==> src/rtl/dual_issue_dispatch_if.sv <==
// dual_issue_dispatch_if
//   Bundles every decode-side, writeback and issue-side signal of the dual-issue
//   dispatch controller. Clock and reset stay outside as plain ports.
//   master : the environment (decode stage, writeback ports, pipeline control)
//   slave  : the dispatch controller itself
// Signals
//   i_flush, i_stall                         pipeline control
//   i_in_valid / o_in_ready                  decoded-pair handshake
//   i_slot_valid, i_src0/1, i_dst,
//   i_regwrite, i_memop                      per-slot decoded fields, slot k at [k*AREG_W +: AREG_W]
//   i_wb_valid, i_wb_addr                    two writeback ports
//   o_issue_*                                registered issue bundle
//   o_stall_cycles                           saturating blocked-cycle counter
interface dual_issue_dispatch_if #(
  parameter int AREG_W = 5,
  parameter int CNT_W  = 16
);
  logic                  i_flush;
  logic                  i_stall;
  logic                  i_in_valid;
  logic                  o_in_ready;
  logic [1:0]            i_slot_valid;
  logic [2*AREG_W-1:0]   i_src0;
  logic [2*AREG_W-1:0]   i_src1;
  logic [2*AREG_W-1:0]   i_dst;
  logic [1:0]            i_regwrite;
  logic [1:0]            i_memop;
  logic [1:0]            i_wb_valid;
  logic [2*AREG_W-1:0]   i_wb_addr;
  logic [1:0]            o_issue_valid;
  logic [2*AREG_W-1:0]   o_issue_src0;
  logic [2*AREG_W-1:0]   o_issue_src1;
  logic [2*AREG_W-1:0]   o_issue_dst;
  logic [1:0]            o_issue_regwrite;
  logic [1:0]            o_issue_memop;
  logic [CNT_W-1:0]      o_stall_cycles;

  modport master (
    output i_flush, i_stall, i_in_valid, i_slot_valid, i_src0, i_src1, i_dst,
           i_regwrite, i_memop, i_wb_valid, i_wb_addr,
    input  o_in_ready, o_issue_valid, o_issue_src0, o_issue_src1, o_issue_dst,
           o_issue_regwrite, o_issue_memop, o_stall_cycles
  );

  modport slave (
    input  i_flush, i_stall, i_in_valid, i_slot_valid, i_src0, i_src1, i_dst,
           i_regwrite, i_memop, i_wb_valid, i_wb_addr,
    output o_in_ready, o_issue_valid, o_issue_src0, o_issue_src1, o_issue_dst,
           o_issue_regwrite, o_issue_memop, o_stall_cycles
  );
endinterface

==> src/rtl/dual_issue_dispatch.sv <==
// dual_issue_dispatch
//   In-order dispatch between dual-issue decode and execute. Holds one decoded
//   pair, tracks pending register writes in a scoreboard and issues 0/1/2
//   instructions per cycle, resolving RAW/WAW against in-flight writers,
//   intra-pair dependencies and the single memory port.
// Ports
//   i_clk, i_rst   clock, asynchronous active-high reset
//   bus (slave)    handshake, decoded fields, writebacks, issue outputs, stall counter
module dual_issue_dispatch #(
  parameter int NUM_AREGS = 32,
  parameter int AREG_W    = 5,
  parameter int CNT_W     = 16
) (
  input  logic                  i_clk,
  input  logic                  i_rst,
  dual_issue_dispatch_if.slave  bus
);
  typedef enum logic [1:0] {S_EMPTY, S_PAIR, S_ONE} state_e;

  typedef struct packed {
    logic [AREG_W-1:0] src0;
    logic [AREG_W-1:0] src1;
    logic [AREG_W-1:0] dst;
    logic              rw;
    logic              mem;
  } slot_t;

  state_e                 state_q;
  slot_t [1:0]            buf_q;
  logic                   v1_q;
  logic [NUM_AREGS-1:0]   sb_q, sb_d;
  logic [CNT_W-1:0]       cnt_q;
  logic [1:0]             iss_vld_q;
  slot_t [1:0]            iss_q;

  slot_t [1:0]            in_slot;
  logic [1:0]             blk;
  logic [1:0]             iss;
  logic                   intra;

  genvar k;
  generate
    for (k = 0; k < 2; k++) begin : g_slot
      assign in_slot[k].src0 = bus.i_src0[k*AREG_W +: AREG_W];
      assign in_slot[k].src1 = bus.i_src1[k*AREG_W +: AREG_W];
      assign in_slot[k].dst  = bus.i_dst[k*AREG_W +: AREG_W];
      assign in_slot[k].rw   = bus.i_regwrite[k];
      assign in_slot[k].mem  = bus.i_memop[k];

      // Hazards are judged on the registered scoreboard only; a writeback
      // landing this cycle frees the entry on the next one.
      assign blk[k] = sb_q[buf_q[k].src0] | sb_q[buf_q[k].src1] |
                      (buf_q[k].rw & sb_q[buf_q[k].dst]);

      assign bus.o_issue_src0[k*AREG_W +: AREG_W] = iss_q[k].src0;
      assign bus.o_issue_src1[k*AREG_W +: AREG_W] = iss_q[k].src1;
      assign bus.o_issue_dst[k*AREG_W +: AREG_W]  = iss_q[k].dst;
      assign bus.o_issue_regwrite[k]              = iss_q[k].rw;
      assign bus.o_issue_memop[k]                 = iss_q[k].mem;
    end
  endgenerate

  // Younger slot may not read or overwrite what the older slot writes this cycle.
  assign intra = buf_q[0].rw & (buf_q[0].dst != '0) &
                 ((buf_q[0].dst == buf_q[1].src0) |
                  (buf_q[0].dst == buf_q[1].src1) |
                  (buf_q[0].dst == buf_q[1].dst));

  assign bus.o_in_ready     = (state_q == S_EMPTY) & ~bus.i_flush;
  assign bus.o_issue_valid  = iss_vld_q;
  assign bus.o_stall_cycles = cnt_q;

  always_comb begin
    iss = '0;
    if (!bus.i_flush && !bus.i_stall) begin
      unique case (state_q)
        S_PAIR: begin
          iss[0] = ~blk[0];
          iss[1] = ~blk[0] & v1_q & ~blk[1] & ~intra & ~(buf_q[0].mem & buf_q[1].mem);
        end
        // Only old slot 1 remains; it is now the oldest entry.
        S_ONE:   iss[1] = ~blk[1];
        default: iss    = '0;
      endcase
    end
  end

  // Clears first, then sets, so an issuing writer keeps its register pending
  // even if a stale writeback to it arrives on the same edge.
  always_comb begin
    sb_d = sb_q;
    for (int w = 0; w < 2; w++)
      if (bus.i_wb_valid[w]) sb_d[bus.i_wb_addr[w*AREG_W +: AREG_W]] = 1'b0;
    for (int s = 0; s < 2; s++)
      if (iss[s] && buf_q[s].rw && (buf_q[s].dst != '0)) sb_d[buf_q[s].dst] = 1'b1;
    sb_d[0] = 1'b0;
    if (bus.i_flush) sb_d = '0;
  end

  always_ff @(posedge i_clk or posedge i_rst) begin
    if (i_rst) begin
      state_q   <= S_EMPTY;
      buf_q     <= '0;
      v1_q      <= 1'b0;
      sb_q      <= '0;
      cnt_q     <= '0;
      iss_vld_q <= '0;
      iss_q     <= '0;
    end else begin
      sb_q      <= sb_d;
      iss_vld_q <= iss;
      for (int s = 0; s < 2; s++)
        if (iss[s]) iss_q[s] <= buf_q[s];

      if (!bus.i_flush && (state_q != S_EMPTY) && (iss == 2'b00) &&
          (cnt_q != {CNT_W{1'b1}}))
        cnt_q <= cnt_q + 1'b1;

      if (bus.i_flush) begin
        state_q <= S_EMPTY;
      end else begin
        unique case (state_q)
          S_EMPTY: begin
            if (bus.i_in_valid) begin
              buf_q <= in_slot;
              v1_q  <= bus.i_slot_valid[1];
              if (bus.i_slot_valid[0])      state_q <= S_PAIR;
              else if (bus.i_slot_valid[1]) state_q <= S_ONE;
            end
          end
          S_PAIR: begin
            if (iss[0]) state_q <= (v1_q && !iss[1]) ? S_ONE : S_EMPTY;
          end
          S_ONE: begin
            if (iss[1]) state_q <= S_EMPTY;
          end
          default: state_q <= S_EMPTY;
        endcase
      end
    end
  end
endmodule
==> src/flat_wrapper.sv <==
// flat-port wrapper written by rule: the top's interface ports become plain ports
module dual_issue_dispatch_flat 
#(
  parameter int NUM_AREGS = 32,
  parameter int AREG_W    = 5,
  parameter int CNT_W     = 16
)
  (i_clk, i_rst, bus_i_flush, bus_i_stall, bus_i_in_valid, bus_i_slot_valid, bus_i_src0, bus_i_src1, bus_i_dst, bus_i_regwrite, bus_i_memop, bus_i_wb_valid, bus_i_wb_addr, bus_o_in_ready, bus_o_issue_valid, bus_o_issue_src0, bus_o_issue_src1, bus_o_issue_dst, bus_o_issue_regwrite, bus_o_issue_memop, bus_o_stall_cycles);
  dual_issue_dispatch_if #(.AREG_W(AREG_W), .CNT_W(CNT_W)) bus_i ();
  input  logic i_clk;
  input  logic i_rst;
  input wire logic [$bits(bus_i.i_flush)-1:0] bus_i_flush;
  input wire logic [$bits(bus_i.i_stall)-1:0] bus_i_stall;
  input wire logic [$bits(bus_i.i_in_valid)-1:0] bus_i_in_valid;
  input wire logic [$bits(bus_i.i_slot_valid)-1:0] bus_i_slot_valid;
  input wire logic [$bits(bus_i.i_src0)-1:0] bus_i_src0;
  input wire logic [$bits(bus_i.i_src1)-1:0] bus_i_src1;
  input wire logic [$bits(bus_i.i_dst)-1:0] bus_i_dst;
  input wire logic [$bits(bus_i.i_regwrite)-1:0] bus_i_regwrite;
  input wire logic [$bits(bus_i.i_memop)-1:0] bus_i_memop;
  input wire logic [$bits(bus_i.i_wb_valid)-1:0] bus_i_wb_valid;
  input wire logic [$bits(bus_i.i_wb_addr)-1:0] bus_i_wb_addr;
  output wire logic [$bits(bus_i.o_in_ready)-1:0] bus_o_in_ready;
  output wire logic [$bits(bus_i.o_issue_valid)-1:0] bus_o_issue_valid;
  output wire logic [$bits(bus_i.o_issue_src0)-1:0] bus_o_issue_src0;
  output wire logic [$bits(bus_i.o_issue_src1)-1:0] bus_o_issue_src1;
  output wire logic [$bits(bus_i.o_issue_dst)-1:0] bus_o_issue_dst;
  output wire logic [$bits(bus_i.o_issue_regwrite)-1:0] bus_o_issue_regwrite;
  output wire logic [$bits(bus_i.o_issue_memop)-1:0] bus_o_issue_memop;
  output wire logic [$bits(bus_i.o_stall_cycles)-1:0] bus_o_stall_cycles;
  assign bus_i.i_flush = bus_i_flush;
  assign bus_i.i_stall = bus_i_stall;
  assign bus_i.i_in_valid = bus_i_in_valid;
  assign bus_i.i_slot_valid = bus_i_slot_valid;
  assign bus_i.i_src0 = bus_i_src0;
  assign bus_i.i_src1 = bus_i_src1;
  assign bus_i.i_dst = bus_i_dst;
  assign bus_i.i_regwrite = bus_i_regwrite;
  assign bus_i.i_memop = bus_i_memop;
  assign bus_i.i_wb_valid = bus_i_wb_valid;
  assign bus_i.i_wb_addr = bus_i_wb_addr;
  assign bus_o_in_ready = bus_i.o_in_ready;
  assign bus_o_issue_valid = bus_i.o_issue_valid;
  assign bus_o_issue_src0 = bus_i.o_issue_src0;
  assign bus_o_issue_src1 = bus_i.o_issue_src1;
  assign bus_o_issue_dst = bus_i.o_issue_dst;
  assign bus_o_issue_regwrite = bus_i.o_issue_regwrite;
  assign bus_o_issue_memop = bus_i.o_issue_memop;
  assign bus_o_stall_cycles = bus_i.o_stall_cycles;
  dual_issue_dispatch #(.NUM_AREGS(NUM_AREGS), .AREG_W(AREG_W), .CNT_W(CNT_W)) u_core (.i_clk(i_clk), .i_rst(i_rst), .bus(bus_i));
endmodule
==> config.mk <==
export PLATFORM = sky130hd
export DESIGN_NAME = dual_issue_dispatch_flat
export DESIGN_NICKNAME = d
export VERILOG_FILES = /design/src/rtl/dual_issue_dispatch_if.sv /design/src/rtl/dual_issue_dispatch.sv /design/src/flat_wrapper.sv
export SDC_FILE = /design/constraint.sdc
export NUM_CORES = 1
export LEC_CHECK = 0
export ABC_CLOCK_PERIOD_IN_PS = 3500
export CORE_ASPECT_RATIO = 0.5
export CORE_MARGIN = 5
export CORE_UTILIZATION = 40
export DETAILED_ROUTE_END_ITERATION = 16
export HOLD_SLACK_MARGIN = 0.02
export PLACE_DENSITY = 0.7
export SYNTH_ARGS = -nofsm -noshare
export SYNTH_HDL_FRONTEND = slang
export SYNTH_SLANG_ARGS = --single-unit
==> constraint.sdc <==
create_clock -name i_clk -period 3.5 [get_ports i_clk]
set_input_delay 0.35 -clock i_clk [delete_from_list [all_inputs] [get_ports i_clk]]
set_output_delay 0.35 -clock i_clk [all_outputs]
set_load 0.05 [all_outputs]
==> results of run 1 <==
==> flip-flops by register name, summed over array words and instances, names as in the netlist <==
register / cells
u_core.v1_q: 1
u_core.bus.o_issue_src0: 10
u_core.bus.o_issue_regwrite: 2
u_core.state_q: 2
u_core.bus.o_issue_valid: 2
u_core.bus.o_stall_cycles: 16
u_core.bus.o_issue_memop: 2
u_core.sb_q: 31
u_core.bus.o_issue_dst: 10
u_core.bus.o_issue_src1: 10
u_core.buf_q: 34
==> per-stage QoR <==
stage | util, % | instance area, um2 | power [mW] | cells
2_1_floorplan | - | 7770 | 4.81 | 741
3_3_place_gp | 47.4 | 9140 | 5.95 | 1078
3_5_place_dp | 47.4 | 9140 | 6.00 | 1078
4_1_cts | 50.5 | 9730 | 7.80 | 1110
5_1_grt | 50.5 | 9730 | 8.16 | 1110
6_report | 50.5 | 9730 | 7.79 | 1110
==> area by class of cell <==
cell class	instances	share of cell area (%)
clock buffer	18	4.51
clock inverter	14	1.54
inverter	16	0.656
multi-input combinational	541	45.5
sequential	120	30.9
tap	266	3.42
timing repair buffer	135	13.5
==> cells by family (layout without fill, tap and decap cells) <==
group / after synthesis / count (layout) / synth area share (%)
buffers and inverters: 80 / 183 / 4.43
xor gates and xnor gates: 30 / 30 / 3.38
DFF: 120 / 120 / 38.7
adders and majority gates: 4 / 4 / 0.645
muxes: 140 / 140 / 24.2
AOI/OAI and AO/OA: 143 / 143 / 13.0
and+or+nand+nor: 224 / 224 / 15.6
==> cells in the final DEF, fill, tap and decap left out, types with 7 or more instances in the layout <==
cell type,instances
nand2b_1,13
o21ai_0,9
nor3b_1,16
nand3b_1,8
clkbuf_16,17
mux2_1,11
a22oi_1,31
nor2_1,39
a31oi_1,9
dfrtp_1,116
buf_4,27
clkdlybuf4s50_1,105
mux2i_1,38
xor2_1,24
inv_1,15
a21oi_1,34
and4_1,8
or3_1,7
nor3_1,12
nand3_1,47
mux2_2,60
mux4_2,31
o31ai_1,7
and3_1,11
nand2_1,40
o22ai_1,10
==> layer usage <==
metal / vias up / GRT usage (%) / routed length [um]
met5: - / 0 / 0
met4: 0 / 6.79 / 529
met3: 60 / 6.41 / 2510
met2: 381 / 33.8 / 11300
met1: 3360 / 32.3 / 11500
li1: 2990 / - / -
==> path summary, 6_finish.rpt <==
| path | startpoint | to | slack (ps) |
|---|---|---|---|
| max | u_core.sb_q[7]$_DFF_PP0_ | u_core.bus.o_issue_src0[9]$_DFFE_PP0P_ | 240 |
| min | i_rst | u_core.bus.o_issue_src0[0]$_DFFE_PP0P_ | 430 |
| max reg2reg | u_core.sb_q[7]$_DFF_PP0_ | u_core.bus.o_issue_src0[9]$_DFFE_PP0P_ | 240 |
| min reg2reg | u_core.bus.o_stall_cycles[12]$_DFFE_PP0P_ | u_core.bus.o_stall_cycles[12]$_DFFE_PP0P_ | 490 |
| max in group asynchronous | i_rst | u_core.buf_q[5]$_DFFE_PP0P_ | 2250 |
| min in group i_clk | u_core.bus.o_stall_cycles[12]$_DFFE_PP0P_ | u_core.bus.o_stall_cycles[12]$_DFFE_PP0P_ | 490 |
==> power groups by stage <==
stage,clock [mW],sequential (mW),combinational [mW]
after floorplan,0,2.84,1.98
after CTS,1.79,2.59,3.42
after detailed placement,0,2.61,3.40
after global routing,1.85,2.69,3.62
after global placement,0,2.58,3.36
final,1.76,2.60,3.43
==> what timing repair did <==
item,in CTS,in global routing
endpoints found under the hold margin,0,0
setup endpoints to repair,0,24
resized for setup,0,4
==> summary.txt, run 1 <==
CP peak stage delay - 550 ps
Psw - 3.45 mW
Place WS - 154 ps
largest net degree at the start of global routing - 37
cell family with most CP delay - multiplexers
Initial Util - 40.3%
number of port buffers - 105
DR vias/cell - 6.12
final cycle utilization of the critical path - 93.1%
switching part of the total - 44.3%
Seq. cell area - 3010 um2
Total Routed Length - 25800 um
Post-Route Setup TNS - 0 ps
final setup margin - 241 ps
largest area contributor in the netlist - dfrtp_1
Layout Area Growth over Synthesis - 25.4%
Root Driver - clkbuf_16
synthesized area - 7760 um2
clock latency at the later pin of the worst-skew pair - 420 ps
Yosys warning count - 0
Hold-fix buffers, CTS - 0
num ports - 106
DRC errors left - 0
Worst-path clk slew - 60 ps
TritonCTS clock tree - done
dpl hpwl - 18500 um
EDFF count, synth - 0
GP Congestion - 1.01
std cell rows - 36
share of flip-flops with an asynchronous set or reset - 100%
kind of critical path - register to register
max-slew violations - 0
Flop pwr share - 33.3%
Netlist cell types - 60
CTS sink count - 120
Pint - 4.34 mW
Comb pwr share - 44.0%
Final setup viols - 0
global-route wire length before repair - 39700 um
die height - 109 um
final hold viol count - 0
power per cell area - 800 nW/um2
vias in the first global route - 6710
Mapped Cells - 741
CP arrival - 3560 ps
worst-margin pin slew - 850 ps
ranking of synthesized cells by area - dfrtp_1 (39%), mux4_2 (9.0%), mux2_2 (8.7%)
RSZ-0062 raised after global routing - false
CP Buf/Inv Count - 0
Die W - 207 um
synth cell count leaders - dfrtp_1 (120), mux2_2 (60), nand3_1 (47)
status - finished, final reports clean
number of antenna diodes - 0
peak fanout along the critical path - 26
drt pass-1 iters - 5
post-synth top area share - 38.7%
syn_area_per_cell - 10.5 um2
Routed WL per cell - 23.2 um
ys flop type - dfrtp_1
Post-CTS Setup Bufs - 0
Global Route Usage Sum - 22.7%
Seq cells post-synth - 120
Crit-path slowest cell - dfrtp_1
Final ANT Viol Nets - 0
Layout Skew - 12.2 ps
GR Overflow Total - 0
clk buf depth - 2
reg2reg path depth - 8
Final Hold Slack - 431 ps
DR vias - 6791
min cycle time layout - 3260 ps
top-count cell post-synth - dfrtp_1
Slew Limit Headroom - 43.2%
FMAX - 0.307 GHz
CP startpoint kind - register
core area - 19300 um2
nets@finish - 888
layout cell share with drive strength beyond 1 - 19.8%
Filler Cells Inserted - 1725
syn_nets - 798
LEAKAGE - 3.85 nW
H-tree Lvls - 4
crit-path cells - mux4_2 -> nand2b_1 -> o2111ai_1 -> nand4_1 -> a211oi_1 -> a31o_2 -> nand2_4 -> mux2_1
Worst EP required - 3800 ps
Worst IR Drop VDD - 586 uV
sequential fraction of the synthesis area - 38.7%
DIE AREA - 22500 um2
initial antenna violation count - 0
Crit. path cell count - 8
CP Capture Type - register
Hold Path Class - input port to async pin
Num CTS Buffers - 17
Max Cap Viol - 0
initial detailed-routing violation count - 789
clock network power share - 22.6%
multi-input logic area - 4420 um2
Note: power is estimated with default switching activity, not from simulation.
==> run 2: changes to the inputs <==
--- a/config.mk
+++ b/config.mk
@@ -9,6 +9,7 @@
 export CORE_ASPECT_RATIO = 0.5
 export CORE_MARGIN = 5
 export CORE_UTILIZATION = 40
+export CTS_CLUSTER_DIAMETER = 30
 export DETAILED_ROUTE_END_ITERATION = 16
 export HOLD_SLACK_MARGIN = 0.02
 export PLACE_DENSITY = 0.7
==> results of run 2 <==
No change in the layout: final DEF, timing and power equal those of run 1.
==> run 3: changes to the inputs <==
--- a/config.mk
+++ b/config.mk
@@ -6,11 +6,13 @@
 export NUM_CORES = 1
 export LEC_CHECK = 0
 export ABC_CLOCK_PERIOD_IN_PS = 3500
+export CAP_MARGIN = 40
 export CORE_ASPECT_RATIO = 0.5
 export CORE_MARGIN = 5
 export CORE_UTILIZATION = 40
 export CTS_CLUSTER_DIAMETER = 30
 export DETAILED_ROUTE_END_ITERATION = 16
+export GPL_TIMING_DRIVEN = 0
 export HOLD_SLACK_MARGIN = 0.02
 export PLACE_DENSITY = 0.7
 export SYNTH_ARGS = -nofsm -noshare
==> run 3 against run 2 <==
  * Utilization is 0.85 points higher
  * Via count grew 2.8%
  * Sequential power is 17% lower
  * Sequential cell count unchanged
  * Count of clock-buffer cells in the layout increased by 6
  * Final cell count rose by 3.1%
  * Fmax shrank 3.8%
  * Clock power grew 19%
  * Critical path depth up 1
  * Final area is 1.7% higher
==> summary.txt, run 3 (synthesis results as in run 1) <==
status - finished, final reports clean
H-tree Lvls - 4 (unchanged)
initial antenna violation count - 0 (unchanged)
Layout Area Growth over Synthesis - 27.5%
DR vias - 6981 (+2.8%)
Global Route Usage Sum - 24.1% (+1.4 points)
final cycle utilization of the critical path - 96.8% (+3.7 points)
TritonCTS clock tree - done
core area - 19300 um2 (unchanged)
r2r startpoint - u_core.buf_q[8]$_DFFE_PP0P_
reg2reg setup slack - 110 ps (-130 ps)
RSZ-0062 raised after global routing - true
Die W - 207 um (unchanged)
min cycle time layout - 3390 ps (+130 ps)
std cell rows - 36 (unchanged)
Most flops, register - u_core.buf_q
Worst setup endpoint - u_core.state_q[1]$_DFFE_PP0P_
DRC errors left - 0 (unchanged)
largest net degree at the start of global routing - 38 (+2.7%)
Final Hold Slack - 377 ps (-53.9 ps)
GP Congestion - 0.990 (-1.8%)
Post-Route Setup TNS - 0 ps (unchanged)
worst-margin pin slew - 902 ps (+52.2 ps)
num ports - 106 (unchanged)
kind of critical path - register to register
LEAKAGE - 3.95 nW (+2.5%)
Routed WL per cell - 23.8 um (+2.5%)
layout cell share with drive strength beyond 1 - 19.1% (-0.65 points)
Worst Setup SP - u_core.buf_q[8]$_DFFE_PP0P_
Worst IR Drop VDD - 533 uV (-9.1%)
CP arrival - 3700 ps (+140 ps)
final hold viol count - 0 (unchanged)
Worst EP required - 3810 ps (about the same)
most common cell after layout, fill and taps aside - dfrtp_1
max-slew violations - 0 (unchanged)
Initial Util - 40.3% (unchanged)
number of antenna diodes - 0 (unchanged)
worst r2r dst - u_core.state_q[1]$_DFFE_PP0P_
nets@finish - 922 (+3.8%)
number of port buffers - 99 (-5.7%)
clock latency at the later pin of the worst-skew pair - 420 ps (about the same)
Total Routed Length - 27200 um (+5.7%)
most frequent cells in the layout - dfrtp_1 (120), clkdlybuf4s50_1 (99), mux2_2 (60)
Final ANT Viol Nets - 0 (unchanged)
drt pass-1 iters - 5 (unchanged)
final core occ - 51.3% (+0.85 points)
placed cell count - 1109 (+2.9%)
FMAX - 0.295 GHz (-3.8%)
initial detailed-routing violation count - 693 (-12%)
peak fanout along the critical path - 10 (-62%)
clk buf depth - 2 (unchanged)
power per cell area - 827 nW/um2 (+3.4%)
vias in the first global route - 7014 (+4.5%)
CP startpoint kind - register
Root Driver - clkbuf_16
DR vias/cell - 6.10 (-0.26%)
Final setup viols - 0 (unchanged)
Final Cell Area - 9900 um2 (+1.7%)
fin cells - 1144 (+3.1%)
DIE AREA - 22500 um2 (unchanged)
Worst-path clk slew - 60 ps (about the same)
CTS sink count - 120 (unchanged)
Num CTS Buffers - 17 (unchanged)
die height - 109 um (unchanged)
Slew Limit Headroom - 39.8% (-3.5 points)
GR Overflow Total - 0 (unchanged)
dpl hpwl - 19200 um (+3.7%)
number of flip-flops in the largest register - 34 (unchanged)
CP Capture Type - register
global-route wire length before repair - 41800 um (+5.2%)
Post-DP Area - 9150 um2 (+0.15%)
Layout Skew - 11.5 ps (-0.716 ps)
Max Cap Viol - 0 (unchanged)
Hold Path Class - input port to async pin
reg2reg path depth - 9 (+1)
run 3: cell types whose count changed in the layout (fill, tap and decap cells not counted), moves of 3 or more:
cell,previous run,this run
clkbuf_1,0,32
buf_2,0,20
buf_4,27,8
clkbuf_2,0,6
clkdlybuf4s50_1,105,99
buf_1,0,5
bufinv_16,2,7
clkinv_4,4,0
dfrtp_1,116,120
dfrtp_2,4,0
clkinvlp_4,4,1
run 3: layout make-up:
| cell class | count | area [um2] |
|---|---|---|
| timing repair buffer | 107 | 1090 |
| clock inverter | 8 | 215 |
| inverter | 16 | 63.8 |
| sequential | 120 | 3000 |
| multi-input combinational | 541 | 4440 |
| fill | 1747 | 9380 |
| clock buffer | 24 | 472 |
| buffer | 62 | 287 |
| tap | 266 | 333 |
run 3: how the worst min path moves through the flow:
stage / cells after the start / start / to
4_1_cts: 2 / i_rst / u_core.buf_q[15]$_DFFE_PP0P_
3_3_place_gp: 1 / u_core.bus.o_issue_src0[6]$_DFFE_PP0P_ / u_core.bus.o_issue_src0[6]$_DFFE_PP0P_
6_report: 2 / i_rst / u_core.bus.o_issue_src0[3]$_DFFE_PP0P_
5_1_grt: 2 / i_rst / u_core.bus.o_issue_src1[0]$_DFFE_PP0P_
2_1_floorplan: 1 / u_core.buf_q[17]$_DFFE_PP0P_ / u_core.bus.o_issue_memop[1]$_DFFE_PP0P_
3_5_place_dp: 1 / u_core.bus.o_stall_cycles[12]$_DFFE_PP0P_ / u_core.bus.o_stall_cycles[12]$_DFFE_PP0P_
run 3: worst max-delay path: stages (launching register included):
cell,delay [ps]
dfrtp_1,430
buf_2,260
mux4_2,520
o2111ai_1,180
nand4_1,280
a211oi_4,520
clkbuf_2,330
buf_2,350
o221ai_1,160
o221a_1,250
run 3: per-stage QoR:
| stage | setup WS (ps) | total power, mW |
|---|---|---|
| 2_1_floorplan | 602 | 4.81 |
| 3_5_place_dp | -346 | 6.03 |
| 3_3_place_gp | -319 | 5.96 |
| 4_1_cts | 10.2 | 8.17 |
| 6_report | 110 | 8.19 |
| 5_1_grt | -14.5 | 8.56 |
run 3: where the power goes:
part / internal (mW) / switching, mW
registers: 1.81 / 0.349
logic: 1.47 / 2.47
clock network: 1.45 / 0.643
run 3: what timing repair did:
item	4_1_cts	5_1_grt
gates resized for setup	3	14
pin swaps	2	2
hold buffers	0	0
setup buffers	3	2
setup endpoints to repair	60	63
run 3: routing by layer:
layer	up-vias	GRT usage, %	routed length, um
met4	0	8.91	770
met2	363	36.0	12100
met5	-	0	0
met3	71	6.70	2610
li1	3055	-	-
met1	3492	33.5	11800
